==> src/rtl/mem_axi_bridge.sv <==
// Bridges a simple CPU valid/ready memory port onto AXI-lite style read, write and
// write-response channels, one outstanding access at a time, with a per-state timeout.
module mem_axi_bridge #(
    parameter int ADDR_WIDTH = 10,
    parameter int DATA_WIDTH = 32,
    parameter int TIMEOUT    = 1023
) (
    input  logic                    clk,
    input  logic                    rst,

    input  logic                    mem_valid,
    input  logic [31:0]             mem_addr,
    input  logic [DATA_WIDTH-1:0]   mem_wdata,
    input  logic [DATA_WIDTH/8-1:0] mem_wstrb,
    output logic                    mem_ready,
    output logic [DATA_WIDTH-1:0]   mem_rdata,
    output logic                    mem_err,

    output logic [ADDR_WIDTH-1:0]   axi_araddr,
    output logic                    axi_arvalid,
    input  logic                    axi_arready,
    input  logic [DATA_WIDTH-1:0]   axi_rdata,
    input  logic                    axi_rvalid,
    output logic                    axi_rready,

    output logic [ADDR_WIDTH-1:0]   axi_awaddr,
    output logic                    axi_awvalid,
    input  logic                    axi_awready,
    output logic [DATA_WIDTH-1:0]   axi_wdata,
    output logic [DATA_WIDTH/8-1:0] axi_wstrb,
    output logic                    axi_wvalid,
    input  logic                    axi_wready,

    input  logic                    b_valid,
    input  logic [1:0]              b_response,
    output logic                    b_ready,

    output logic [2:0]              o_dbg_state
);

    // Handshake rule on every AXI channel: a transfer happens on the rising edge where
    // both valid and ready are high; valids never wait on readies and are all registered.

    localparam int STRB_W = DATA_WIDTH / 8;
    localparam int CNT_W  = (TIMEOUT < 1) ? 1 : $clog2(TIMEOUT + 1);

    typedef enum logic [2:0] {
        S_IDLE         = 3'd0,
        S_RD_ADDR      = 3'd1,
        S_RD_DATA      = 3'd2,
        S_WR_ADDR_DATA = 3'd3,
        S_WR_RESP      = 3'd4,
        S_DONE         = 3'd5
    } state_t;

    state_t                  r_state;
    state_t                  w_state_nxt;
    logic [CNT_W-1:0]        r_cnt;
    logic [CNT_W-1:0]        w_cnt_nxt;

    logic                    r_mem_ready, w_mem_ready_nxt;
    logic                    r_mem_err,   w_mem_err_nxt;
    logic [DATA_WIDTH-1:0]   r_mem_rdata, w_mem_rdata_nxt;
    logic [ADDR_WIDTH-1:0]   r_araddr,    w_araddr_nxt;
    logic                    r_arvalid,   w_arvalid_nxt;
    logic                    r_rready,    w_rready_nxt;
    logic [ADDR_WIDTH-1:0]   r_awaddr,    w_awaddr_nxt;
    logic                    r_awvalid,   w_awvalid_nxt;
    logic [DATA_WIDTH-1:0]   r_wdata,     w_wdata_nxt;
    logic [STRB_W-1:0]       r_wstrb,     w_wstrb_nxt;
    logic                    r_wvalid,    w_wvalid_nxt;
    logic                    r_bready,    w_bready_nxt;
    logic                    r_aw_done,   w_aw_done_nxt;
    logic                    r_w_done,    w_w_done_nxt;

    logic                    w_ar_hs;
    logic                    w_r_hs;
    logic                    w_aw_hs;
    logic                    w_w_hs;
    logic                    w_b_hs;
    logic                    w_aw_done;
    logic                    w_w_done;
    logic                    w_timeout;
    logic                    w_is_read;
    logic [ADDR_WIDTH-1:0]   w_word_addr;
    logic                    w_unused_addr_bits;

    assign w_ar_hs     = r_arvalid & axi_arready;
    assign w_r_hs      = r_rready & axi_rvalid;
    assign w_aw_hs     = r_awvalid & axi_awready;
    assign w_w_hs      = r_wvalid & axi_wready;
    assign w_b_hs      = r_bready & b_valid;
    assign w_aw_done   = r_aw_done | w_aw_hs;
    assign w_w_done    = r_w_done | w_w_hs;
    assign w_is_read   = (mem_wstrb == '0);
    assign w_word_addr = mem_addr[ADDR_WIDTH+1:2];

    // The edge that would take the counter to TIMEOUT is the one that gives up.
    assign w_timeout   = (r_cnt == CNT_W'(TIMEOUT - 1));

    assign w_unused_addr_bits = ^{mem_addr[31:ADDR_WIDTH+2], mem_addr[1:0]};

    // State and registered outputs
    always_ff @(posedge clk) begin
        if (rst) begin
            r_state     <= S_IDLE;
            r_cnt       <= '0;
            r_mem_ready <= 1'b0;
            r_mem_err   <= 1'b0;
            r_mem_rdata <= '0;
            r_araddr    <= '0;
            r_arvalid   <= 1'b0;
            r_rready    <= 1'b0;
            r_awaddr    <= '0;
            r_awvalid   <= 1'b0;
            r_wdata     <= '0;
            r_wstrb     <= '0;
            r_wvalid    <= 1'b0;
            r_bready    <= 1'b0;
            r_aw_done   <= 1'b0;
            r_w_done    <= 1'b0;
        end else begin
            r_state     <= w_state_nxt;
            r_cnt       <= w_cnt_nxt;
            r_mem_ready <= w_mem_ready_nxt;
            r_mem_err   <= w_mem_err_nxt;
            r_mem_rdata <= w_mem_rdata_nxt;
            r_araddr    <= w_araddr_nxt;
            r_arvalid   <= w_arvalid_nxt;
            r_rready    <= w_rready_nxt;
            r_awaddr    <= w_awaddr_nxt;
            r_awvalid   <= w_awvalid_nxt;
            r_wdata     <= w_wdata_nxt;
            r_wstrb     <= w_wstrb_nxt;
            r_wvalid    <= w_wvalid_nxt;
            r_bready    <= w_bready_nxt;
            r_aw_done   <= w_aw_done_nxt;
            r_w_done    <= w_w_done_nxt;
        end
    end

    // Next-state
    always_comb begin
        w_state_nxt = r_state;
        case (r_state)
            S_IDLE: begin
                if (mem_valid) begin
                    w_state_nxt = w_is_read ? S_RD_ADDR : S_WR_ADDR_DATA;
                end
            end
            S_RD_ADDR: begin
                if (w_ar_hs)        w_state_nxt = S_RD_DATA;
                else if (w_timeout) w_state_nxt = S_DONE;
            end
            S_RD_DATA: begin
                if (w_r_hs || w_timeout) w_state_nxt = S_DONE;
            end
            S_WR_ADDR_DATA: begin
                if (w_aw_done && w_w_done) w_state_nxt = S_WR_RESP;
                else if (w_timeout)        w_state_nxt = S_DONE;
            end
            S_WR_RESP: begin
                if (w_b_hs || w_timeout) w_state_nxt = S_DONE;
            end
            S_DONE:  w_state_nxt = S_IDLE;
            default: w_state_nxt = S_IDLE;
        endcase
    end

    // Next values of the registered outputs
    always_comb begin
        w_mem_err_nxt   = r_mem_err;
        w_mem_rdata_nxt = r_mem_rdata;
        w_araddr_nxt    = r_araddr;
        w_arvalid_nxt   = r_arvalid;
        w_rready_nxt    = r_rready;
        w_awaddr_nxt    = r_awaddr;
        w_awvalid_nxt   = r_awvalid;
        w_wdata_nxt     = r_wdata;
        w_wstrb_nxt     = r_wstrb;
        w_wvalid_nxt    = r_wvalid;
        w_bready_nxt    = r_bready;
        w_aw_done_nxt   = r_aw_done;
        w_w_done_nxt    = r_w_done;
        w_mem_ready_nxt = (w_state_nxt == S_DONE);

        case (r_state)
            S_IDLE: begin
                if (mem_valid && w_is_read) begin
                    w_araddr_nxt  = w_word_addr;
                    w_arvalid_nxt = 1'b1;
                end else if (mem_valid) begin
                    w_awaddr_nxt  = w_word_addr;
                    w_wdata_nxt   = mem_wdata;
                    w_wstrb_nxt   = mem_wstrb;
                    w_awvalid_nxt = 1'b1;
                    w_wvalid_nxt  = 1'b1;
                    w_aw_done_nxt = 1'b0;
                    w_w_done_nxt  = 1'b0;
                end
            end
            S_RD_ADDR: begin
                if (w_ar_hs) begin
                    w_arvalid_nxt = 1'b0;
                    w_rready_nxt  = 1'b1;
                end else if (w_timeout) begin
                    w_arvalid_nxt   = 1'b0;
                    w_mem_err_nxt   = 1'b1;
                    w_mem_rdata_nxt = '0;
                end
            end
            S_RD_DATA: begin
                if (w_r_hs) begin
                    w_rready_nxt    = 1'b0;
                    w_mem_rdata_nxt = axi_rdata;
                end else if (w_timeout) begin
                    w_rready_nxt    = 1'b0;
                    w_mem_err_nxt   = 1'b1;
                    w_mem_rdata_nxt = '0;
                end
            end
            S_WR_ADDR_DATA: begin
                // Each channel retires on its own handshake; the later one opens the response.
                if (w_aw_hs) begin
                    w_awvalid_nxt = 1'b0;
                    w_aw_done_nxt = 1'b1;
                end
                if (w_w_hs) begin
                    w_wvalid_nxt = 1'b0;
                    w_w_done_nxt = 1'b1;
                end
                if (w_aw_done && w_w_done) begin
                    w_bready_nxt = 1'b1;
                end else if (w_timeout) begin
                    w_awvalid_nxt   = 1'b0;
                    w_wvalid_nxt    = 1'b0;
                    w_mem_err_nxt   = 1'b1;
                    w_mem_rdata_nxt = '0;
                end
            end
            S_WR_RESP: begin
                if (w_b_hs) begin
                    w_bready_nxt  = 1'b0;
                    w_mem_err_nxt = (b_response != 2'b00);
                end else if (w_timeout) begin
                    w_bready_nxt    = 1'b0;
                    w_mem_err_nxt   = 1'b1;
                    w_mem_rdata_nxt = '0;
                end
            end
            S_DONE: begin
                w_mem_err_nxt = 1'b0;
            end
            default: begin
                w_mem_err_nxt = 1'b0;
            end
        endcase
    end

    // Wait counter: zero on every state change, counts only while waiting on the slave.
    always_comb begin
        w_cnt_nxt = r_cnt;
        if (w_state_nxt != r_state) begin
            w_cnt_nxt = '0;
        end else if (r_state != S_IDLE && r_state != S_DONE && r_cnt != CNT_W'(TIMEOUT)) begin
            w_cnt_nxt = r_cnt + 1'b1;
        end
    end

    assign mem_ready   = r_mem_ready;
    assign mem_err     = r_mem_err;
    assign mem_rdata   = r_mem_rdata;
    assign axi_araddr  = r_araddr;
    assign axi_arvalid = r_arvalid;
    assign axi_rready  = r_rready;
    assign axi_awaddr  = r_awaddr;
    assign axi_awvalid = r_awvalid;
    assign axi_wdata   = r_wdata;
    assign axi_wstrb   = r_wstrb;
    assign axi_wvalid  = r_wvalid;
    assign b_ready     = r_bready;
    assign o_dbg_state = r_state;

endmodule

==> config.mk <==
export PLATFORM = sky130hd
export DESIGN_NAME = mem_axi_bridge
export DESIGN_NICKNAME = d
export VERILOG_FILES = /design/src/rtl/mem_axi_bridge.sv
export SDC_FILE = /design/constraint.sdc
export NUM_CORES = 1
export LEC_CHECK = 0
export CORE_AREA = 4 4 84 165
export DETAILED_ROUTE_END_ITERATION = 10
export DIE_AREA = 0 0 88 169
export PLACE_DENSITY_LB_ADDON = 0.12
export SYNTH_ARGS = -nofsm -noshare
export SYNTH_HDL_FRONTEND = slang
export SYNTH_SLANG_ARGS = --single-unit
==> constraint.sdc <==
create_clock -name clk -period 5.2 [get_ports clk]
set_input_delay 0.52 -clock clk [delete_from_list [all_inputs] [get_ports clk]]
set_output_delay 0.52 -clock clk [all_outputs]
set_load 0.05 [all_outputs]
==> reports/results.tsv, run 1 <==
metric	value	unit
status	finished, final reports clean	
grt total ovfl	0	
power per cell area	307.5	nW/um2
Clk network pwr share	35.4	%
FFs w/ async S/R, synth	0	%
Post-synth EDFFs	0	
Internal Power	0.001415	W
Synth Warn #	0	
vias post-DR	4381	
final HPWL from detailed placement	10020	um
clock root cell	clkbuf_16	
worst-skew pair later-pin latency	0.35	ns
Final setup viols	0	
combinational cell fraction of total power	20.2	%
most frequent cells in the layout	184 x clkdlybuf4s50_1, 140 x nand2_1, 110 x dfxtp_1, 96 x a21oi_1, 42 x o21ai_0	
CTS Buffer Depth	2	
final instance area	6618	um2
delay-heaviest family, CP	simple AND/OR/NAND/NOR gates	
worst path bufs/invs	1	
post-synthesis sequential area ratio	50.63	%
Crit path required time	5.43	ns
vias in the first global route	4306	
CTS tree	built	
worst hold path type	flip-flop to flip-flop	
max frequency	354.1	MHz
Mean Syn Cell Area	8.039	um2
WL final	13830	um
layout cells sized above 1	4.937	%
Iter 0 DRT Violations	159	
clock slew at reported path FFs	0.07	ns
I/O pins	208	
startpoint types	flip-flop	
MaxCap Viol Count	0	
endpoint class of the critical path	flip-flop	
critical path, cell by cell	nand2b_1 > nor3_4 > buf_4 > nor2_2 > o21ba_2 > and3b_1	
drt wl/cell	16.10	um
CP max-delay cell	nor2_2	
synth unique cells	40	
Mapped Area	4349	um2
die height	169	um
CP Class	flip-flop to flip-flop	
ant diodes	0	
Row Count	58	
Core Region	12550	um2
Initial Util	34.64	%
commonest non-fill, non-tap cell in the layout	clkdlybuf4s50_1	
Final Wtd Congestion	0.8208	
min Tclk post-route	2.824	ns
chip width	88	um
cts bufs inserted	9	
largest net degree at the start of global routing	103	
VDD IR-drop max	0.2270	mV
Max Fanout on Critical Path	36	
Vias per Instance	5.100	
port bufs	185	
fin. max-slew vios	0	
Synth Register Bits	110	
Layout area overhead	52.16	%
Post-CTS Repair Setup Buffers	0	
DRC violations left	0	
full die area	14870	um2
Max Clock Skew	0.01777	ns
Register Area	2202	um2
Tot GR Track Use	18.53	%
CP peak stage delay	0.96	ns
area of the multi-input gates	2012	um2
Syn Inst Count	541	
RSZ-0062 raised after global routing	no	
smallest hold slack	0.4523	ns
CTS Hold Buffers Added	0	
post-cts resize count	0	
Final Hold Vio Count	0	
Worst Tran Pin Value	1.228	ns
sequential share of power	44.3	%
Final TNS setup	0	ns
Post-DP Area	6300	um2
Slew HR	18.07	%
ys flop type	dfxtp_1	
# clock sinks	110	
Layout fillers	1187	
first-pass GRT wire length	21740	um
htree depth	3	
leakage power	2.215	nW
Initial DRT Pass Iterations	4	
Sw Ratio	30.45	%
initial antenna violation count	0	
worst path arrival time	3.06	ns
nets@finish	816	
ANT nets after route	0	
NetSw	0.0006198	W
Post-Syn Nets	653	
period utilization	54.31	%
==> state kept, by name (all words and copies together) (netlist names) <==
register / count
mem_ready: 1
axi_wdata: 32
axi_araddr: 10
mem_rdata: 32
axi_rready: 1
r_cnt: 10
r_aw_done: 1
axi_awvalid: 1
b_ready: 1
axi_arvalid: 1
o_dbg_state: 3
r_w_done: 1
axi_wvalid: 1
mem_err: 1
axi_wstrb: 4
axi_awaddr: 10
==> logic make-up after synthesis <==
logic type / after synthesis / synth area share [%]
xor gates and xnor gates: 7 / 1.410
adders and majority gates: 2 / 0.5753
DFF: 110 / 50.63
buffers and inverters: 42 / 3.884
muxes: 2 / 0.4603
AOI/OAI and AO/OA: 168 / 21.81
and+or+nand+nor: 210 / 21.23
==> final cells by class <==
| class | count | area share, % |
|---|---|---|
| clock buffer | 9 | 3.403 |
| timing repair buffer | 189 | 28.40 |
| tap | 150 | 2.836 |
| sequential | 110 | 33.28 |
| multi-input combinational | 389 | 30.40 |
| inverter | 5 | 0.2836 |
| clock inverter | 7 | 1.399 |
==> power by group through the flow <==
stage	Sequential, W	Combinational [W]	Clock, W
final	0.000902	0.000412	0.000721
after global routing	0.000908	0.000442	0.000770
after CTS	0.000903	0.000416	0.000741
after detailed placement	0.000922	0.000415	0
after global placement	0.000920	0.000412	0
after floorplan	0.00103	0.000137	0
==> worst min-delay path, cell delays in order, from the launching register on <==
cell     delay, ns
dfxtp_1       0.31
nand2_1       0.05
a21oi_1       0.05
==> Yosys cell counts (all sizes together), types with 3 or more instances <==
library cell | n | area (um2)
inv | 5 | 18.77
dfxtp | 110 | 2202
nand3 | 21 | 105.1
nor2 | 14 | 52.55
nand2 | 140 | 525.5
a21oi | 96 | 480.5
a22oi | 3 | 22.52
nand2b | 3 | 18.77
a31oi | 5 | 46.29
a211oi | 8 | 60.06
nor4 | 3 | 18.77
clkbuf | 28 | 105.1
o21ai | 42 | 210.2
a221oi | 3 | 32.53
and3 | 4 | 25.02
or3 | 3 | 18.77
xnor2 | 6 | 52.55
nor3b | 3 | 27.52
buf | 9 | 45.04
nor3 | 11 | 60.06
==> layer usage <==
| metal | wire, um | GRT usage (%) | vias up | share of wire (%) |
|---|---|---|---|---|
| li1 | - | - | 2186 | - |
| met1 | 4765 | 18.06 | 2039 | 34 |
| met2 | 7808 | 35.38 | 143 | 56 |
| met3 | 1008 | 5.553 | 13 | 7.3 |
| met4 | 244 | 6.480 | 0 | 1.8 |
| met5 | 0 | 0 | - | 0 |
==> through the flow <==
step	worst slack (ns)	util [%]	total power, W	std cells
global route	2.165	52.71	0.002121	859
detailed placement	2.243	50.18	0.001338	843
CTS	2.362	52.71	0.002060	859
global placement	2.265	50.18	0.001332	843
finish	2.376	52.71	0.002035	859
floorplan	2.775	-	0.001162	541
==> path summary, 6_finish.rpt <==
path                              from  cells after the start                        end  slack (ns)
min reg2reg  axi_wstrb[3]$_SDFFE_PP0P_                      2  axi_wstrb[3]$_SDFFE_PP0P_        0.45
max          o_dbg_state[0]$_SDFF_PP0_                      6       mem_ready$_SDFF_PP0_        2.38
max reg2reg  o_dbg_state[0]$_SDFF_PP0_                      6       mem_ready$_SDFF_PP0_        2.38
min          axi_wstrb[3]$_SDFFE_PP0P_                      2  axi_wstrb[3]$_SDFFE_PP0P_        0.45
Note: power is estimated with default switching activity, not from simulation.
==> inputs of run 2 (changes only) <==
clock period = 2.4 ns   (was 5.2 ns; I/O delays follow)
==> reports/results.tsv, run 2 (same netlist as run 1, synthesis figures left out) <==
metric	value	unit	change
Crit path required time	2.65	ns	-2.78 ns
Clk network pwr share	33.7	%	-1.7 points
worst hold path type	input port to flip-flop		
nets@finish	834		+2.2%
worst hold path depth	2		unchanged
final cell count without fillers	877		+2.1%
Internal Power	0.003024	W	+110%
worst setup path endpoint	r_cnt[7]$_SDFFE_PP0P_		
final core utilization	53.72	%	+1.0 points
Final setup viols	0		unchanged
fin. max-slew vios	0		unchanged
Max Clock Skew	0.01242	ns	-0.005350 ns
Slew HR	48.61	%	+31 points
Final TNS setup	0	ns	unchanged
Layout fillers	1173		-1.2%
Final Hold Vio Count	0		unchanged
critical path, cell by cell	inv_1 > ha_1 > and3_1 > and3_1 > a2111oi_1 > mux2i_4 > a221oi_1		
period utilization	98.10	%	+44 points
Worst Tran Pin Value	0.7708	ns	-0.4568 ns
NetSw	0.001352	W	+120%
grt total ovfl	0		unchanged
commonest non-fill, non-tap cell in the layout	clkdlybuf4s50_1		
power per cell area	648.9	nW/um2	+110%
max frequency	424.8	MHz	+20%
cts bufs inserted	9		unchanged
worst path bufs/invs	1		unchanged
cell depth of the worst setup path	7		+1
largest net degree at the start of global routing	74		-28%
leakage power	2.291	nW	+3.4%
Row Count	58		unchanged
vias in the first global route	4613		+7.1%
endpoint class of the critical path	flip-flop		
layout cells sized above 1	7.290	%	+2.4 points
ant diodes	0		unchanged
Core Region	12550	um2	unchanged
initial antenna violation count	0		unchanged
combinational cell fraction of total power	21.7	%	+1.5 points
Final WS setup	0.04568	ns	-2.330 ns
full die area	14870	um2	unchanged
Vias per Instance	5.192		+1.8%
most frequent CP cell	and3_1		
vias post-DR	4553		+3.9%
htree depth	3		unchanged
worst path arrival time	2.60	ns	-0.46 ns
ANT nets after route	0		unchanged
first-pass GRT wire length	23020	um	+5.9%
sequential share of power	44.6	%	+0.3 points
WL final	14450	um	+4.5%
R2R Path Start	r_cnt[0]$_SDFFE_PP0P_		
Cells after DPL	861		+2.1%
clock root cell	clkbuf_16		
Tot GR Track Use	19.72	%	+1.2 points
Layout area overhead	55.06	%	
Final Wtd Congestion	0.9028		+10%
status	finished, final reports clean		
die height	169	um	unchanged
chip width	88	um	unchanged
Max Fanout on Critical Path	10		-72%
Post-Place Setup Slack	-0.00001799	ns	-2.243 ns
DRC violations left	0		unchanged
CP peak stage delay	0.60	ns	-0.36 ns
final HPWL from detailed placement	10600	um	+5.9%
Initial DRT Pass Iterations	4		unchanged
CP Class	flip-flop to flip-flop		
I/O pins	208		unchanged
worst reg2reg endpoint	r_cnt[7]$_SDFFE_PP0P_		
worst-skew pair later-pin latency	0.35	ns	about the same
# clock sinks	110		unchanged
r2r setup slk	0.05	ns	-2.33 ns
VDD IR-drop max	0.3499	mV	+54%
clock slew at reported path FFs	0.08	ns	about the same
min Tclk post-route	2.354	ns	-0.4697 ns
CTS Buffer Depth	2		unchanged
Iter 0 DRT Violations	266		+67%
MaxCap Viol Count	0		unchanged
startpoint types	flip-flop		
CTS tree	built		
port bufs	185		unchanged
reg2reg path depth	7		+1
drt wl/cell	16.48	um	+2.4%
Initial Util	34.64	%	unchanged
worst setup path startpoint	r_cnt[0]$_SDFFE_PP0P_		
most frequent cells in the layout	184 x clkdlybuf4s50_1, 140 x nand2_1, 110 x dfxtp_1, 96 x a21oi_1, 42 x o21ai_0		
Sw Ratio	30.89	%	+0.44 points
delay-heaviest family, CP	compound AO/OA/AOI/OAI gates		
CP max-delay cell	a2111oi_1		
[run 2: final cells by class]
cell class | instances | area, um2 | area share (%)
flip-flops and latches | 110 | 2202 | 32.65
multi-input cells | 389 | 2026 | 30.04
repair buffers | 207 | 2014 | 29.87
clock buffers | 11 | 242.7 | 3.599
well taps | 150 | 187.7 | 2.783
clock inverters | 5 | 52.55 | 0.7792
inverters | 5 | 18.77 | 0.2783
[run 2: routing by layer]
metal	part of all wire, %	track usage [%]
met5	0	0
met4	3.2	8.617
met3	7.6	5.748
met2	55	36.86
met1	34	19.27
[run 2: worst min-delay path by stage]
stage                                    start  slack, ns                         end
floorplan                         mem_wdata[0]       0.38   axi_wdata[0]$_SDFFE_PP0P_
global placement    axi_araddr[8]$_SDFFE_PP0P_       0.44  axi_araddr[8]$_SDFFE_PP0P_
detailed placement  axi_araddr[3]$_SDFFE_PP0P_       0.45  axi_araddr[3]$_SDFFE_PP0P_
CTS                                        rst       0.26  mem_rdata[23]$_SDFFE_PP0P_
global route                               rst       0.28  mem_rdata[30]$_SDFFE_PP0P_
finish                                     rst       0.28  mem_rdata[31]$_SDFFE_PP0P_
[run 2: power groups by stage]
| stage | logic, W | clock network (W) | registers [W] |
|---|---|---|---|
| 2_1_floorplan | 0.000299 | 0 | 0.00222 |
| 3_3_place_gp | 0.000938 | 0 | 0.00199 |
| 3_5_place_dp | 0.000948 | 0 | 0.00199 |
| 4_1_cts | 0.000953 | 0.00153 | 0.00195 |
| 5_1_grt | 0.00102 | 0.00160 | 0.00196 |
| 6_report | 0.000950 | 0.00148 | 0.00195 |
[run 2: stage by stage]
step / hold WS [ns] / total power (W) / area (um2)
floorplan: 0.3760 / 0.002521 / 4353
global placement: 0.4425 / 0.002926 / 6439
detailed placement: 0.4471 / 0.002941 / 6439
CTS: 0.2643 / 0.004431 / 6735
global route: 0.2831 / 0.004580 / 6744
finish: 0.2814 / 0.004376 / 6744
[run 2: repair_timing]
item / 4_1_cts / 5_1_grt
setup endpoints to repair: 1 / 2
gates resized for setup: 1 / 1
hold buffers: 0 / 0
hold endpoints to repair: 0 / 0
buffers inserted: 0 / 0
==> inputs of run 3 (changes only) <==
==> constraint.sdc (replaced) <==
create_clock -name clk -period 2.4 [get_ports clk]
set_input_delay 0.48 -clock clk [delete_from_list [all_inputs] [get_ports clk]]
set_output_delay 0.48 -clock clk [all_outputs]
set_load 0.05 [all_outputs]
==> reports/results.tsv, run 3 (same netlist as run 1, synthesis figures left out) <==
metric	value	unit	change
status	finished, final reports clean		
worst setup path startpoint	r_cnt[0]$_SDFFE_PP0P_		
Post-Place Setup Slack	-0.1696	ns	-0.1696 ns
# clock sinks	110		unchanged
grt total ovfl	0		unchanged
period utilization	94.75	%	-3.3 points
final cell count without fillers	878		+0.11%
R2R Path Start	r_cnt[0]$_SDFFE_PP0P_		
Initial Util	34.64	%	unchanged
cell depth of the worst setup path	9		+2
worst path bufs/invs	3		+2
critical path, cell by cell	inv_1 > ha_1 > and3_1 > and3_1 > buf_4 > a2111oi_2 > mux2i_2 > buf_4 > a221oi_1		
largest net degree at the start of global routing	62		-16%
worst setup path endpoint	r_cnt[7]$_SDFFE_PP0P_		
first-pass GRT wire length	23070	um	+0.24%
r2r setup slk	0.13	ns	+0.08 ns
delay-heaviest family, CP	compound AO/OA/AOI/OAI gates		
clock slew at reported path FFs	0.07	ns	about the same
Final TNS setup	0	ns	unchanged
Max Fanout on Critical Path	10		unchanged
port bufs	185		unchanged
ANT nets after route	0		unchanged
full die area	14870	um2	unchanged
vias in the first global route	4708		+2.1%
ant diodes	0		unchanged
htree depth	3		unchanged
final instance area	6825	um2	+1.2%
cts bufs inserted	9		unchanged
Crit path required time	2.64	ns	about the same
CP max-delay cell	a2111oi_2		
Slew HR	54.27	%	+5.7 points
nets@finish	836		+0.24%
DRC violations left	0		unchanged
VDD IR-drop max	0.4708	mV	+35%
reg2reg path depth	9		+2
chip width	88	um	unchanged
Tot GR Track Use	19.71	%	about the same
Cells after DPL	862		+0.12%
power per cell area	668.7	nW/um2	+3.1%
Vias per Instance	5.190		about the same
Worst Tran Pin Value	0.6843	ns	-0.08644 ns
max frequency	439.8	MHz	+3.5%
CP Class	flip-flop to flip-flop		
most frequent cells in the layout	182 x clkdlybuf4s50_1, 140 x nand2_1, 109 x dfxtp_1, 96 x a21oi_1, 42 x o21ai_0		
leakage power	2.344	nW	+2.3%
initial antenna violation count	0		unchanged
I/O pins	208		unchanged
fin. max-slew vios	0		unchanged
Post-DP Area	6481	um2	+0.66%
WL final	14630	um	+1.2%
Row Count	58		unchanged
Final Hold Vio Count	0		unchanged
Initial DRT Pass Iterations	4		unchanged
worst-skew pair later-pin latency	0.35	ns	about the same
Final Wtd Congestion	0.8597		-4.8%
total power	0.004564	W	+4.3%
layout cells sized above 1	7.967	%	+0.68 points
Final setup viols	0		unchanged
Max Clock Skew	0.01219	ns	-0.0002257 ns
worst hold path depth	2		unchanged
die height	169	um	unchanged
endpoint class of the critical path	flip-flop		
Core Region	12550	um2	unchanged
drt wl/cell	16.66	um	+1.1%
startpoint types	flip-flop		
worst path arrival time	2.51	ns	-0.09 ns
final HPWL from detailed placement	11040	um	+4.1%
Iter 0 DRT Violations	159		-40%
worst hold path type	flip-flop to flip-flop		
min Tclk post-route	2.274	ns	-0.08036 ns
CP peak stage delay	0.35	ns	-0.25 ns
MaxCap Viol Count	0		unchanged
RSZ-0062 raised after global routing	no		
vias post-DR	4557		+0.088%
CTS tree	built		
CTS Buffer Depth	2		unchanged
Final WS setup	0.1260	ns	+0.08036 ns
worst reg2reg endpoint	r_cnt[7]$_SDFFE_PP0P_		
clock root cell	clkbuf_16		
Layout area overhead	56.93	%	
commonest non-fill, non-tap cell in the layout	clkdlybuf4s50_1		
run 3: tightest hold or removal path, cell delays in order, from the launching register on:
cell and delay [ns]:
dfxtp_1 0.31, nand2_1 0.05, a21oi_1 0.05
run 3: how the worst min path moves through the flow:
stage,from,endpoint,slack (ns)
after floorplan,r_aw_done$_SDFFE_PP0P_,r_aw_done$_SDFFE_PP0P_,0.49
after CTS,axi_araddr[9]$_SDFFE_PP0P_,axi_araddr[9]$_SDFFE_PP0P_,0.46
final,axi_araddr[9]$_SDFFE_PP0P_,axi_araddr[9]$_SDFFE_PP0P_,0.45
after global placement,axi_wdata[21]$_SDFFE_PP0P_,axi_wdata[21]$_SDFFE_PP0P_,0.44
after global routing,axi_awaddr[6]$_SDFFE_PP0P_,axi_awaddr[6]$_SDFFE_PP0P_,0.48
after detailed placement,axi_araddr[9]$_SDFFE_PP0P_,axi_araddr[9]$_SDFFE_PP0P_,0.45
run 3: layout make-up:
cell class              count  area, um2
repair buffers            209       2063
multi-input cells         389       2027
clock inverters             6      100.1
flip-flops and latches    110       2203
fillers                  1173       5729
inverters                   5      18.77
well taps                 150      187.7
clock buffers               9      225.2
run 3: metrics by stage:
| step | hold WS [ns] | util, % |
|---|---|---|
| 6_report | 0.4518 | 54.37 |
| 5_1_grt | 0.4775 | 54.37 |
| 4_1_cts | 0.4557 | 54.32 |
| 3_5_place_dp | 0.4459 | 51.62 |
| 3_3_place_gp | 0.4420 | 51.62 |
| 2_1_floorplan | 0.4868 | - |
run 3: what timing repair did:
item	in CTS	in global routing
setup buffers	1	0
gates resized for setup	3	2
setup endpoints to repair	29	5
hold buffers	0	0
gates cloned	0	0
run 3: layer usage:
| metal | GRT usage [%] | share of wire, % | vias to the layer above |
|---|---|---|---|
| met4 | 11.02 | 4.0 | 0 |
| met5 | 0 | 0 | - |
| met3 | 5.504 | 6.2 | 38 |
| met1 | 18.38 | 34 | 2126 |
| met2 | 36.79 | 56 | 167 |
| li1 | - | - | 2226 |
run 3: power breakdown:
| part | internal, W | switching [W] | total, W |
|---|---|---|---|
| Combinational | 0.000391 | 0.000584 | 0.000975 |
| Sequential | 0.00190 | 0.0000509 | 0.00195 |
| Clock | 0.000931 | 0.000710 | 0.00164 |
| Total | 0.00322 | 0.00134 | 0.00456 |
==> patch 1: new RTL, flow settings as in run 3 <==
`TIMEOUT`: 1023 -> 511.
--- a/src/rtl/mem_axi_bridge.sv
+++ b/src/rtl/mem_axi_bridge.sv
@@ -3,7 +3,7 @@
 module mem_axi_bridge #(
     parameter int ADDR_WIDTH = 10,
     parameter int DATA_WIDTH = 32,
-    parameter int TIMEOUT    = 1023
+    parameter int TIMEOUT    = 511
 ) (
     input  logic                    clk,
     input  logic                    rst,
Formal check against the unedited RTL: no difference found for any inputs over 4 cycles, from zero or initial values and one cycle with rst high; that may be too few to reach the edited logic, so the function may still have changed.
==> patch 1 against run 3 <==
Fmax is 7.6% higher. Clock skew is 0.00098 ns lower. Sequential share of layout area is 0.31 points higher. Via count is 7.1% lower. Sequential cell count is 1 lower. Area after synthesis is 0.12% lower. Die area stayed put. Final area is 1.9% lower. Critical path type is now reg -> out. Highest routed layer unchanged. Setup slack better by 0.16 ns. Total power is 2.2% lower. Wire length is 8.0% lower. Non-clock buffer count is 7 lower.
==> patch 1: results (changes against run 3) <==
setup bufs post-CTS 0 (-1); RR Endpoint mem_rdata[19]; met3 usage in global routing 5.80% (+0.29 points); max incr delay on CP 0.87 ns (+0.52 ns); CP Max Fanout 6 (-4); status finished clean; ant diodes 0 (unchanged); Met1 Wirelength 4.76 mm (-4.8%); Commonest cells post-synth nand2_1 (129), dfxtp_1 (109), a21oi_1 (90), nor2_1 (26), o21ai_0 (23); Critical Path AT 1.63 ns (-0.88 ns); final worst-path cycle share 88.1% (-6.7 points); placement-stage cell area 6360 um^2 (-1.8%); first-pass GRT wire length 21.1 mm (-8.4%); total power 4.46 mW (-2.2%); Worst Hold Slack 0.455 ns (+0.00343 ns); DRT iter0 DRCs 174 (+9.4%); Lkg Pwr 2.41 nW (+2.9%); Comb group 0.934 mW (-4.2%); dpl cells 835 (-3.1%); post-synthesis async set-or-reset flop share 0% (unchanged); Layout Skew 0.0112 ns (-0.000984 ns); post-synthesis cell type count 48 (+20%); leading post-synthesis cells by cell area dfxtp_1 (50%), nand2_1 (11%), a21oi_1 (10%), o21ai_0 (2.6%), mux2i_1 (2.5%); synth warn 0 (unchanged); post-synthesis sequential area ratio 50.2% (-0.40 points); proportion of power drawn by the clock network 36.0% (about the same); met3 routed WL 1.10 mm (+21%); maximum VDD drop 0.417 mV (-11%); Net count, final 809 (-3.2%); via count 4234 (-7.1%); actual slew at the worst max-slew pin 0.702 ns (+0.0179 ns); share of cells above drive strength 1 7.70% (-0.26 points); hold_sp axi_wdata[18]; final wirelength 13.5 mm (-8.0%); initial antenna violation count 0 (unchanged); number of global-route vias before repair 4262 (-9.5%); met1 usage 18.4% (+0.052 points); GR Util All Layers 18.1% (-1.6 points); wire length on met2 7.30 mm (-10%); Worst path slowest cell clkdlybuf4s50_1; R2R cell count 7 (-2); Gate Count Post-Synth 521 (-3.7%); Sw Ratio 30.5% (+1.0 points); gpl congestion 0.861 (about the same); cell family with most CP delay buffers and inverters; pre-CTS WS -0.0920 ns (+0.0776 ns); critical path endpoint b_ready; Root Buffer clkbuf_16; crit path from b_ready; half-perimeter wire length after placement 9.99 mm (-9.5%); grt met2 use 33.1% (-3.7 points); R2R setup slack 0.49 ns (+0.36 ns); # fillers 1157 (-1.4%); post-synth net total 634 (-2.9%); largest net degree at the start of global routing 50 (-19%); CTS resizes 0 (-3); R2R Path Start o_dbg_state[2]; Tightest Hold Check Type reg -> reg; Non-Filler Instances 851 (-3.1%); worst hold endpoint axi_wdata[18]
patch 1: cell types whose count changed after synthesis, moves of 5 or more:
| cell | delta |
|---|---|
| o21ai_0 | -19 |
| nand3_1 | -17 |
| o21ai_1 | +15 |
| nor2_1 | +12 |
| nand2_1 | -11 |
| clkbuf_1 | -10 |
| mux2i_1 | +9 |
| nor3b_1 | +8 |
| a21oi_1 | -6 |
| a211oi_1 | -5 |
| buf_2 | +5 |
patch 1: logic make-up after synthesis:
group | share of synthesized area (%)
and+or+nand+nor | 20.7
muxes | 2.53
adders and majority gates | 0.864
xor gates and xnor gates | 1.79
buffers and inverters | 5.16
DFF | 50.2
AOI/OAI and AO/OA | 18.7
patch 1: cell type report:
class / instances / area [um^2] / share of cell area, %
Tap cell: 150 / 188 / 2.80
Clock buffer: 9 / 225 / 3.36
Inverter: 7 / 26.3 / 0.392
Sequential cell: 109 / 2180 / 32.6
Multi-Input combinational cell: 367 / 1960 / 29.2
Timing Repair Buffer: 202 / 2020 / 30.1
Clock inverter: 7 / 101 / 1.51
==> patch 2: new RTL, config.mk and constraints of run 3 <==
Made on the original files. Reset style: asynchronous (`rst`), changed in one clocked block.
--- a/src/rtl/mem_axi_bridge.sv
+++ b/src/rtl/mem_axi_bridge.sv
@@ -101,7 +101,7 @@
     assign w_unused_addr_bits = ^{mem_addr[31:ADDR_WIDTH+2], mem_addr[1:0]};
 
     // State and registered outputs
-    always_ff @(posedge clk) begin
+    always_ff @(posedge clk or posedge rst) begin
         if (rst) begin
             r_state     <= S_IDLE;
             r_cnt       <= '0;
Function: differs if rst is asserted again (counterexample within 4 cycles, from zero or initial values and one cycle with rst high); with rst held inactive, the same outputs for 4 cycles.
==> patch 2 against run 3 <==
Final cell count is 10% lower. First-iteration DRC count is 45% higher. Die area stayed put. Non-clock buffer count is 10 lower. Area after synthesis is 8.1% higher. Sequential cell count stayed put. Wire length is 6.4% lower. Final area is 3.4% higher. Setup slack better by 0.18 ns.
Power is not compared: it rests on default switching activity, and its combinational part moved more than twofold at a synthesized area within 25%.
==> patch 2: results (changes against run 3) <==
share of cells above drive strength 1 8.81% (+0.84 points); IO buf count 185 (unchanged); post-synthesis async set-or-reset flop share 100% (+100 points); Worst path slowest cell clkdlybuf4s50_1; Int Pwr 5.55 mW; dpl cells 771 (-11%); R2R cell count 6 (-3); actual slew at the worst max-slew pin 0.597 ns (-0.0873 ns); first-pass GRT wire length 22.1 mm (-4.1%); hold_sp axi_wdata[21]; ant diodes 0 (unchanged); post-synthesis cell type count 53 (+33%); Lkg Pwr 3.21 nW; initial antenna violation count 0 (unchanged); DRT iter0 DRCs 231 (+45%); CP Max Fanout 4 (-6); met3 routed WL 935 um (+2.3%); half-perimeter wire length after placement 10.2 mm (-7.7%); Met1 Wirelength 4.87 mm (-2.6%); top-area cell type share of the netlist area 58.6% (+7.9 points); worst hold endpoint axi_wdata[21]; gpl congestion 0.836 (-2.7%); Pre-antenna DRT Iters 4 (unchanged); # fillers 1155 (-1.5%); # clk buffers 10 (+1); Net count, final 744 (-11%); Layout Skew 0.00995 ns (-0.00224 ns); Gate Count Post-Synth 447 (-17%); wire length on met2 7.47 mm (-8.2%); R2R Path Start o_dbg_state[0]; multi-input gate count 308 (-21%); multi-input combinational area share 25.7% (-4.0 points); clk cell area share 3.99% (-0.78 points); Commonest cells post-synth nand2_1 (151), dfrtp_1 (110), a22o_1 (34), nor2_1 (18), a21oi_1 (15); post-synthesis sequential area ratio 58.6% (+7.9 points); number of global-route vias before repair 4284 (-9.0%); final wirelength 13.7 mm (-6.4%); GR Util All Layers 19.2% (-0.54 points); Non-Filler Instances 786 (-10%); status finished clean; inverters 4 (-1); #FFs+latches synth 110 (unchanged); max layer used met4; largest net degree at the start of global routing 65 (+4.8%); Post-synth top flop dfrtp_1; max incr delay on CP 0.83 ns (+0.48 ns); H-Tree Depth 3 (unchanged); Root Buffer clkbuf_16; setup bufs post-CTS 0 (-1); RR Endpoint r_cnt[7]; post-synth net total 559 (-14%); via count 3990 (-12%); maximum VDD drop 0.925 mV; leading post-synthesis cells by cell area dfrtp_1 (59%), nand2_1 (12%), a22o_1 (6.3%), mux2_1 (1.7%), a21oi_1 (1.6%); cell family with most CP delay buffers and inverters; non-clock buffer count 199 (-4.8%); CTS resizes 0 (-3); Non-clock buffering overhead 28.3% (-1.9 points); R2R setup slack 0.32 ns (+0.19 ns); sequential cell area 2750 um^2 (+25%)
-- patch 2: cell types whose count changed in the layout (fill, tap and decap cells not counted), moves of 4 or more --
cell | before | now
mux2_1 | 0 | 7
nor2_1 | 13 | 18
a211oi_1 | 8 | 4
a41oi_1 | 0 | 4
nand3_1 | 21 | 4
buf_4 | 23 | 13
nand2_1 | 140 | 151
o21ai_0 | 42 | 7
a22o_1 | 0 | 34
dfrtp_1 | 0 | 110
a21oi_1 | 96 | 15
nor3_1 | 10 | 4
dfxtp_1 | 109 | 0
-- patch 2: worst max-delay path by stage --
stage,start,to,cells past startpoint
floorplan,o_dbg_state[1],r_cnt[3],7
global placement,axi_wready,mem_rdata[3],7
detailed placement,mem_valid,r_cnt[7],7
CTS,axi_rready,axi_rready,1
global route,o_dbg_state[0],r_cnt[7],6
finish,axi_rready,axi_rready,1
-- patch 2: power groups by stage --
| stage | clock, mW | combinational [mW] | sequential (mW) |
|---|---|---|---|
| after CTS | 1.48 | 6.45 | 3.17 |
| after detailed placement | 0 | 6.43 | 3.19 |
| after global placement | 0 | 6.37 | 3.16 |
| after global routing | 1.57 | 6.74 | 3.30 |
| after floorplan | 0 | 1.65 | 5.67 |
| final | 1.44 | 6.39 | 3.17 |
-- patch 2: metal layers --
layer	track usage, %	up-vias
met5	0	-
met4	8.28	0
met3	5.55	28
met2	33.3	132
met1	21.2	1936
li1	-	1894
-- patch 2: stage by stage --
| step | utilization [%] | instance area (um^2) | power, mW | worst slack [ns] | hold WS (ns) |
|---|---|---|---|---|---|
| after global placement | 53.9 | 6770 | 9.53 | 0.189 | 0.459 |
| after detailed placement | 53.9 | 6770 | 9.62 | 0.175 | 0.461 |
| after CTS | 56.2 | 7050 | 11.1 | 0.303 | 0.479 |
| after global routing | 56.2 | 7050 | 11.6 | 0.150 | 0.496 |
| final | 56.2 | 7050 | 11.0 | 0.311 | 0.474 |
| after floorplan | - | 4700 | 7.33 | 0.385 | 0.467 |
-- patch 2: cell families (layout without fill, tap and decap cells) --
| group | after synthesis | in the layout | synth area share [%] |
|---|---|---|---|
| flip-flops | 110 | 110 | 58.6 |
| AO/OA/AOI/OAI | 85 | 85 | 14.6 |
| buffers and inverters | 29 | 218 | 2.98 |
| multiplexers | 10 | 10 | 2.40 |
| AND/OR/NAND/NOR | 205 | 205 | 19.7 |
| adder cells (fa/ha/maj) | 2 | 2 | 0.532 |
| XOR/XNOR | 6 | 6 | 1.28 |
-- patch 2: worst reg2reg max path, stage by stage (launching register included) --
cell       delay [ns]
dfrtp_1          0.64
buf_4            0.29
xor2_2           0.23
o2111ai_2        0.20
a211oi_1         0.37
xnor2_1          0.16
nor2_1           0.05
